## config.mk

```make
export PLATFORM = sky130hd
export DESIGN_NAME = modport_fifo_flat
export DESIGN_NICKNAME = d
export VERILOG_FILES = /design/src/rtl/modport_fifo_pkg.sv /design/src/rtl/modport_fifo_if.sv /design/src/rtl/modport_fifo_mem.sv /design/src/rtl/modport_fifo.sv /design/src/flat_wrapper.sv
export SDC_FILE = /design/constraint.sdc
export NUM_CORES = 1
export LEC_CHECK = 0
export ABC_AREA = 0
export BUFFER_PORTS_ARGS = -buffer_cell sky130_fd_sc_hd__clkbuf_2
export CAP_MARGIN = 20
export CORE_MARGIN = 5
export CORE_UTILIZATION = 53
export CTS_BUF_LIST = sky130_fd_sc_hd__clkbuf_2
export DETAILED_ROUTE_END_ITERATION = 12
export PLACE_DENSITY = 0.7
export SLEW_MARGIN = 20
export SYNTH_ARGS = -nofsm -noshare
export SYNTH_HDL_FRONTEND = slang
export SYNTH_HIERARCHICAL = 1
export SYNTH_SLANG_ARGS = --single-unit
```

## constraint.sdc

```tcl
create_clock -name clk -period 7.2 [get_ports clk]
set_clock_uncertainty 0.1 [all_clocks]
set_input_delay 1.8 -clock clk [delete_from_list [all_inputs] [get_ports clk]]
set_output_delay 1.8 -clock clk [all_outputs]
set_load 0.01 [all_outputs]
```

## src/rtl/modport_fifo_pkg.sv

```systemverilog
// rtl/modport_fifo_pkg.sv - shared constants, flag type and flag decode for the FIFO
// Purpose: one place for the FIFO geometry so the interface, the RTL and the
//          bench agree on widths. No ports.
package fifo_define_pkg;

  localparam int DATA_W     = 8;
  localparam int DEPTH      = 16;
  localparam int ALM_MARGIN = 2;
  localparam int ADDR_W     = $clog2(DEPTH);

  typedef struct packed {
    logic full;
    logic alm_full;
    logic empty;
    logic alm_empty;
  } fifo_flags_t;

  localparam fifo_flags_t FLAGS_RESET = '{full: 1'b0, alm_full: 1'b0,
                                          empty: 1'b1, alm_empty: 1'b1};

  // Status decode from an occupancy value.
  function automatic fifo_flags_t decode_flags(input int unsigned cnt,
                                               input int unsigned depth,
                                               input int unsigned margin);
    fifo_flags_t f;
    f.full      = (cnt == depth);
    f.alm_full  = (cnt >= depth - margin);
    f.empty     = (cnt == 0);
    f.alm_empty = (cnt <= margin);
    return f;
  endfunction

endpackage

```

## src/rtl/modport_fifo_if.sv

```systemverilog
// rtl/modport_fifo_if.sv - push/pop and status bundle between driver and FIFO
// Purpose: groups the FIFO request, data and flag signals.
// Modports:
//   master : driver side  - drives i_wren/i_rden/i_wrdata, observes o_*
//   slave  : FIFO side    - observes i_*, drives o_rddata and the four flags
//   monitor: passive side - observes everything
interface fifo_if #(
  parameter int DATA_W = fifo_define_pkg::DATA_W
) ();

  logic              i_wren;
  logic              i_rden;
  logic [DATA_W-1:0] i_wrdata;
  logic [DATA_W-1:0] o_rddata;
  logic              o_full;
  logic              o_alm_full;
  logic              o_empty;
  logic              o_alm_empty;

  modport master (
    output i_wren, i_rden, i_wrdata,
    input  o_rddata, o_full, o_alm_full, o_empty, o_alm_empty
  );

  modport slave (
    input  i_wren, i_rden, i_wrdata,
    output o_rddata, o_full, o_alm_full, o_empty, o_alm_empty
  );

  modport monitor (
    input i_wren, i_rden, i_wrdata,
    input o_rddata, o_full, o_alm_full, o_empty, o_alm_empty
  );

endinterface

```

## src/rtl/modport_fifo_mem.sv

```systemverilog
// rtl/modport_fifo_mem.sv - dual-port register array with registered read port
// Purpose: FIFO storage. The array itself is not reset; only the read
//          register is, so the FIFO output starts at zero.
// Ports:
//   clk, rstn            : clock, asynchronous active-low reset (read register only)
//   we, waddr, wdata     : write port
//   re, raddr, rdata     : read port, rdata updates one edge after re
module fifo_mem #(
  parameter int  DATA_W = 8,
  parameter int  DEPTH  = 16,
  localparam int AW     = $clog2(DEPTH)
) (
  input  logic              clk,
  input  logic              rstn,
  input  logic              we,
  input  logic [AW-1:0]     waddr,
  input  logic [DATA_W-1:0] wdata,
  input  logic              re,
  input  logic [AW-1:0]     raddr,
  output logic [DATA_W-1:0] rdata
);

  logic [DATA_W-1:0] mem_q [DEPTH];
  logic [DATA_W-1:0] rdata_q;

  always_ff @(posedge clk) begin
    if (we) mem_q[waddr] <= wdata;
  end

  // A same-edge write to raddr (full + simultaneous push/pop) is not seen
  // here: the read returns the old word, which is the oldest entry.
  always_ff @(posedge clk or negedge rstn) begin
    if (!rstn) begin
      rdata_q <= '0;
    end else if (re) begin
      rdata_q <= mem_q[raddr];
    end
  end

  assign rdata = rdata_q;

endmodule

```

## src/rtl/modport_fifo.sv

```systemverilog
// rtl/modport_fifo.sv - single-clock FIFO with registered read data and status flags
// Purpose: pointer, occupancy and accept logic around fifo_mem.
// Ports:
//   clk  : clock, rising edge
//   rstn : asynchronous active-low reset
//   bus  : fifo_if.slave - i_wren/i_rden/i_wrdata in; o_rddata, o_full,
//          o_alm_full, o_empty, o_alm_empty out
// DEPTH must be a power of two >= 4; 1 <= ALM_MARGIN < DEPTH/2.
module modport_fifo #(
  parameter int DATA_W     = fifo_define_pkg::DATA_W,
  parameter int DEPTH      = fifo_define_pkg::DEPTH,
  parameter int ALM_MARGIN = fifo_define_pkg::ALM_MARGIN
) (
  input  logic   clk,
  input  logic   rstn,
  fifo_if.slave  bus
);

  import fifo_define_pkg::*;

  localparam int AW = $clog2(DEPTH);

  logic [AW-1:0] wptr_q, wptr_d;
  logic [AW-1:0] rptr_q, rptr_d;
  logic [AW:0]   count_q, count_d;
  fifo_flags_t   flags_q, flags_d;
  logic          wr_ok, rd_ok;

  always_comb begin
    // A write into a full FIFO is still taken when a read frees the slot
    // on the same edge.
    rd_ok   = bus.i_rden && !flags_q.empty;
    wr_ok   = bus.i_wren && (!flags_q.full || bus.i_rden);
    wptr_d  = wptr_q;
    rptr_d  = rptr_q;
    count_d = count_q;
    if (wr_ok) wptr_d = wptr_q + 1'b1;
    if (rd_ok) rptr_d = rptr_q + 1'b1;
    if (wr_ok && !rd_ok) begin
      count_d = count_q + 1'b1;
    end else if (rd_ok && !wr_ok) begin
      count_d = count_q - 1'b1;
    end
    // Flags are registered from the next count so they change only on the edge.
    flags_d = decode_flags(32'(count_d), DEPTH, ALM_MARGIN);
  end

  always_ff @(posedge clk or negedge rstn) begin
    if (!rstn) begin
      wptr_q  <= '0;
      rptr_q  <= '0;
      count_q <= '0;
      flags_q <= FLAGS_RESET;
    end else begin
      wptr_q  <= wptr_d;
      rptr_q  <= rptr_d;
      count_q <= count_d;
      flags_q <= flags_d;
    end
  end

  fifo_mem #(
    .DATA_W (DATA_W),
    .DEPTH  (DEPTH)
  ) u_mem (
    .clk   (clk),
    .rstn  (rstn),
    .we    (wr_ok),
    .waddr (wptr_q),
    .wdata (bus.i_wrdata),
    .re    (rd_ok),
    .raddr (rptr_q),
    .rdata (bus.o_rddata)
  );

  assign bus.o_full      = flags_q.full;
  assign bus.o_alm_full  = flags_q.alm_full;
  assign bus.o_empty     = flags_q.empty;
  assign bus.o_alm_empty = flags_q.alm_empty;

endmodule

```

## src/flat_wrapper.sv

```systemverilog
// flat-port wrapper written by rule: the top's interface ports become plain ports
module modport_fifo_flat import fifo_define_pkg::*;
#(
  parameter int DATA_W     = fifo_define_pkg::DATA_W,
  parameter int DEPTH      = fifo_define_pkg::DEPTH,
  parameter int ALM_MARGIN = fifo_define_pkg::ALM_MARGIN
)
  (clk, rstn, bus_i_wren, bus_i_rden, bus_i_wrdata, bus_o_rddata, bus_o_full, bus_o_alm_full, bus_o_empty, bus_o_alm_empty);
  fifo_if #(.DATA_W(DATA_W)) bus_i ();
  input  logic clk;
  input  logic rstn;
  input wire logic [$bits(bus_i.i_wren)-1:0] bus_i_wren;
  input wire logic [$bits(bus_i.i_rden)-1:0] bus_i_rden;
  input wire logic [$bits(bus_i.i_wrdata)-1:0] bus_i_wrdata;
  output wire logic [$bits(bus_i.o_rddata)-1:0] bus_o_rddata;
  output wire logic [$bits(bus_i.o_full)-1:0] bus_o_full;
  output wire logic [$bits(bus_i.o_alm_full)-1:0] bus_o_alm_full;
  output wire logic [$bits(bus_i.o_empty)-1:0] bus_o_empty;
  output wire logic [$bits(bus_i.o_alm_empty)-1:0] bus_o_alm_empty;
  assign bus_i.i_wren = bus_i_wren;
  assign bus_i.i_rden = bus_i_rden;
  assign bus_i.i_wrdata = bus_i_wrdata;
  assign bus_o_rddata = bus_i.o_rddata;
  assign bus_o_full = bus_i.o_full;
  assign bus_o_alm_full = bus_i.o_alm_full;
  assign bus_o_empty = bus_i.o_empty;
  assign bus_o_alm_empty = bus_i.o_alm_empty;
  modport_fifo #(.DATA_W(DATA_W), .DEPTH(DEPTH), .ALM_MARGIN(ALM_MARGIN)) u_core (.clk(clk), .rstn(rstn), .bus(bus_i));
endmodule
```

==> flow_summary.json <==
{
  "cts_setup_buffers": 0,
  "fmax_mhz": 298,
  "crit_chain": "clkbuf_2 > nand2b_1 > and2_1 > or3b_2 > nor2_1",
  "clkSinkCount": 153,
  "final_nets": 357,
  "synth_warnings": 6,
  "worst_slew_pin_slew_ps": 859,
  "ys_seq_area_share_pct": 72.2,
  "clock-root-buffer": "clkbuf_2",
  "netlist_area_sq_mm": 0.00619,
  "end_kind": "flip-flop",
  "finalPower_mw": 2.50,
  "min_to": "u_core/count_q[4]",
  "synth_seq_cells": 153,
  "cp_slowest_cell": "nor2_1",
  "mostFrequentLayoutCell": "edfxtp_1",
  "avgSynthCellArea_sq_um": 19.7,
  "die_h_um": 118,
  "first_global_vias": 2997,
  "p_leak_nw": 2.25,
  "start_kind": "input port",
  "ff2ff_setup_slack_ps": 4710,
  "io_buffers": 23,
  "rsz0062_at_grt": "no",
  "status": "completed",
  "crit_fanout": 8,
  "drv_slew": 0,
  "clk_path_buf_depth": 2,
  "critPathKind": "input port to flip-flop",
  "cp_top_family": "simple AND/OR/NAND/NOR gates",
  "synth_edf_count": 128,
  "start_util_pct": 54.3,
  "p_per_area_mw_per_mm2": 376,
  "r2r_start": "u_core/bus.o_full",
  "die-area_sq_mm": 0.0140,
  "async_flop_share_pct": 16.3,
  "clk_latency_ps": 670,
  "core_sq_mm": 0.0114,
  "relSlewSlack_pct": 42.7,
  "layout_worst_path_cycle_share_pct": 46.7,
  "first_pass_iters": 4,
  "cpPeakStageDelay_ps": 570,
  "hpwl_um": 7060,
  "postCtsHoldBufs": 0,
  "via_per_inst": 5.95,
  "grt_pass1_wl_um": 18100,
  "final_cell_mix": "128 x edfxtp_1, 40 x clkbuf_2, 26 x mux4_2",
  "finalSetupViolations": 0,
  "drt-total-wl_um": 11400,
  "pin_count": 24,
  "via_count": 2961,
  "cp.buffers_inverters": 1,
  "drc": 0,
  "rr_endpoint": "u_core/u_mem/mem_q[1][1]",
  "maxCapViolCount": 0,
  "synthDistinctLibCells": 44,
  "tns_ps": 0,
  "ir_drop_v": 0.000375,
  "ctsHtreeMaxLevel": 4,
  "wl_per_cell_um": 22.9,
  "synth_flop_cell": "edfxtp_1",
  "cp.arrival_ps": 3580,
  "place_inst": 465,
  "fp.dieW_um": 118,
  "min_path_type": "flip-flop to flip-flop",
  "post_cts_resized": 0,
  "initialDrtViolationCount": 342,
  "fin_cells": 498,
  "cts_made_buffers": 17,
  "final.min_clock_period_ps": 3360,
  "drtAntennaViolNets": 0,
  "area_growth_pct": 7.27,
  "whs_path_depth": 1,
  "synth_cells": 314,
  "gp_congestion": 0.814,
  "clk_pin_slew_ps": 210,
  "r2r_cells": 4,
  "track_usage_pct": 17.6,
  "rows": 39,
  "grt_start_max_net_pins": 35,
  "grt_overflow": 0,
  "antenna_found_initial": 1,
  "crit_path_start": "bus_i_rden",
  "synth_fp_nets": 330,
  "cts_tree": "built",
  "min_from": "u_core/count_q[4]",
  "critPathRequiredTime_ps": 7420,
  "hold_viol_final": 0,
  "drive_gt1_share_pct": 29.4
}
[power by group]
part | total [mW] | switching, mW | internal (mW)
registers | 1.21 | 0.102 | 1.11
logic | 0.773 | 0.424 | 0.349
clock network | 0.512 | 0.290 | 0.222
[state kept, by name, summed over array words and instances (netlist names)]
| register | count |
|---|---|
| u_core/u_mem/mem_q | 128 |
| u_core/u_mem/rdata | 8 |
| u_core/count_q | 5 |
| u_core/rptr_q | 4 |
| u_core/wptr_q | 4 |
| u_core/bus.o_alm_empty | 1 |
| u_core/bus.o_alm_full | 1 |
| u_core/bus.o_empty | 1 |
| u_core/bus.o_full | 1 |
[how the worst max path moves through the flow]
stage / to / slack (ps) / cells past startpoint
4_1_cts: u_core/u_mem/mem_q[0][3] / 3620 / 5
5_1_grt: bus_o_empty / 3710 / 1
6_report: u_core/u_mem/mem_q[1][1] / 3840 / 5
3_3_place_gp: u_core/u_mem/mem_q[0][0] / 2930 / 5
2_1_floorplan: u_core/u_mem/mem_q[0][0] / 3280 / 5
3_5_place_dp: u_core/u_mem/mem_q[0][7] / 2830 / 5
[cells by family after synthesis]
| group | synth area share, % |
|---|---|
| simple gates | 4.91 |
| mux | 14.0 |
| buf+inv | 2.65 |
| compound gates | 3.80 |
| flops | 72.2 |
| xor+xnor | 1.68 |
| fa+ha+maj | 0.808 |
[cells in the mapped netlist (6+ instances only)]
master / instances / share of area (%)
a221oi_2: 8 / 1.9
buf_6: 6 / 1.1
nand2b_1: 7 / 0.71
nor2_1: 21 / 1.3
xnor2_1: 7 / 0.99
edfxtp_1: 128 / 62
mux4_2: 26 / 9.5
nand2_1: 9 / 0.55
o22ai_1: 7 / 0.71
mux4_1: 6 / 2.5
dfrtp_1: 23 / 9.3
mux2i_1: 10 / 1.6
[worst register-to-register path, delay by kind of cell (launching register included)]
family           cells  cell delay (ps)
and+or+nand+nor      4             1580
DFF                  1              450
[per-stage QoR]
| step | worst slack [ps] | instance area [sq um] | hold WS (ps) | util [%] |
|---|---|---|---|---|
| after CTS | 3620 | 6630 | 438 | 58.1 |
| after floorplan | 3280 | 6190 | 347 | - |
| after global placement | 2930 | 6350 | 417 | 55.7 |
| after global routing | 3710 | 6650 | 464 | 58.2 |
| final | 3840 | 6650 | 437 | 58.2 |
| after detailed placement | 2830 | 6360 | 414 | 55.7 |
[area by class of cell]
type / instances / area (sq um)
fill: 836 / 4770
sequential: 153 / 4470
antenna: 1 / 2.50
clock buffer: 17 / 85.1
tap: 143 / 179
multi-input combinational: 140 / 1580
inverter: 4 / 15.0
clock inverter: 15 / 183
timing repair buffer: 25 / 130
[per-layer routing]
metal,GRT usage [%],share of wire (%),up-vias
met3,4.61,5.0,12
met1,25.4,45,1543
met5,0,0,-
met4,6.16,1.5,0
met2,26.1,48,83
li1,-,-,1323
Note: power is estimated with default switching activity, not from simulation.
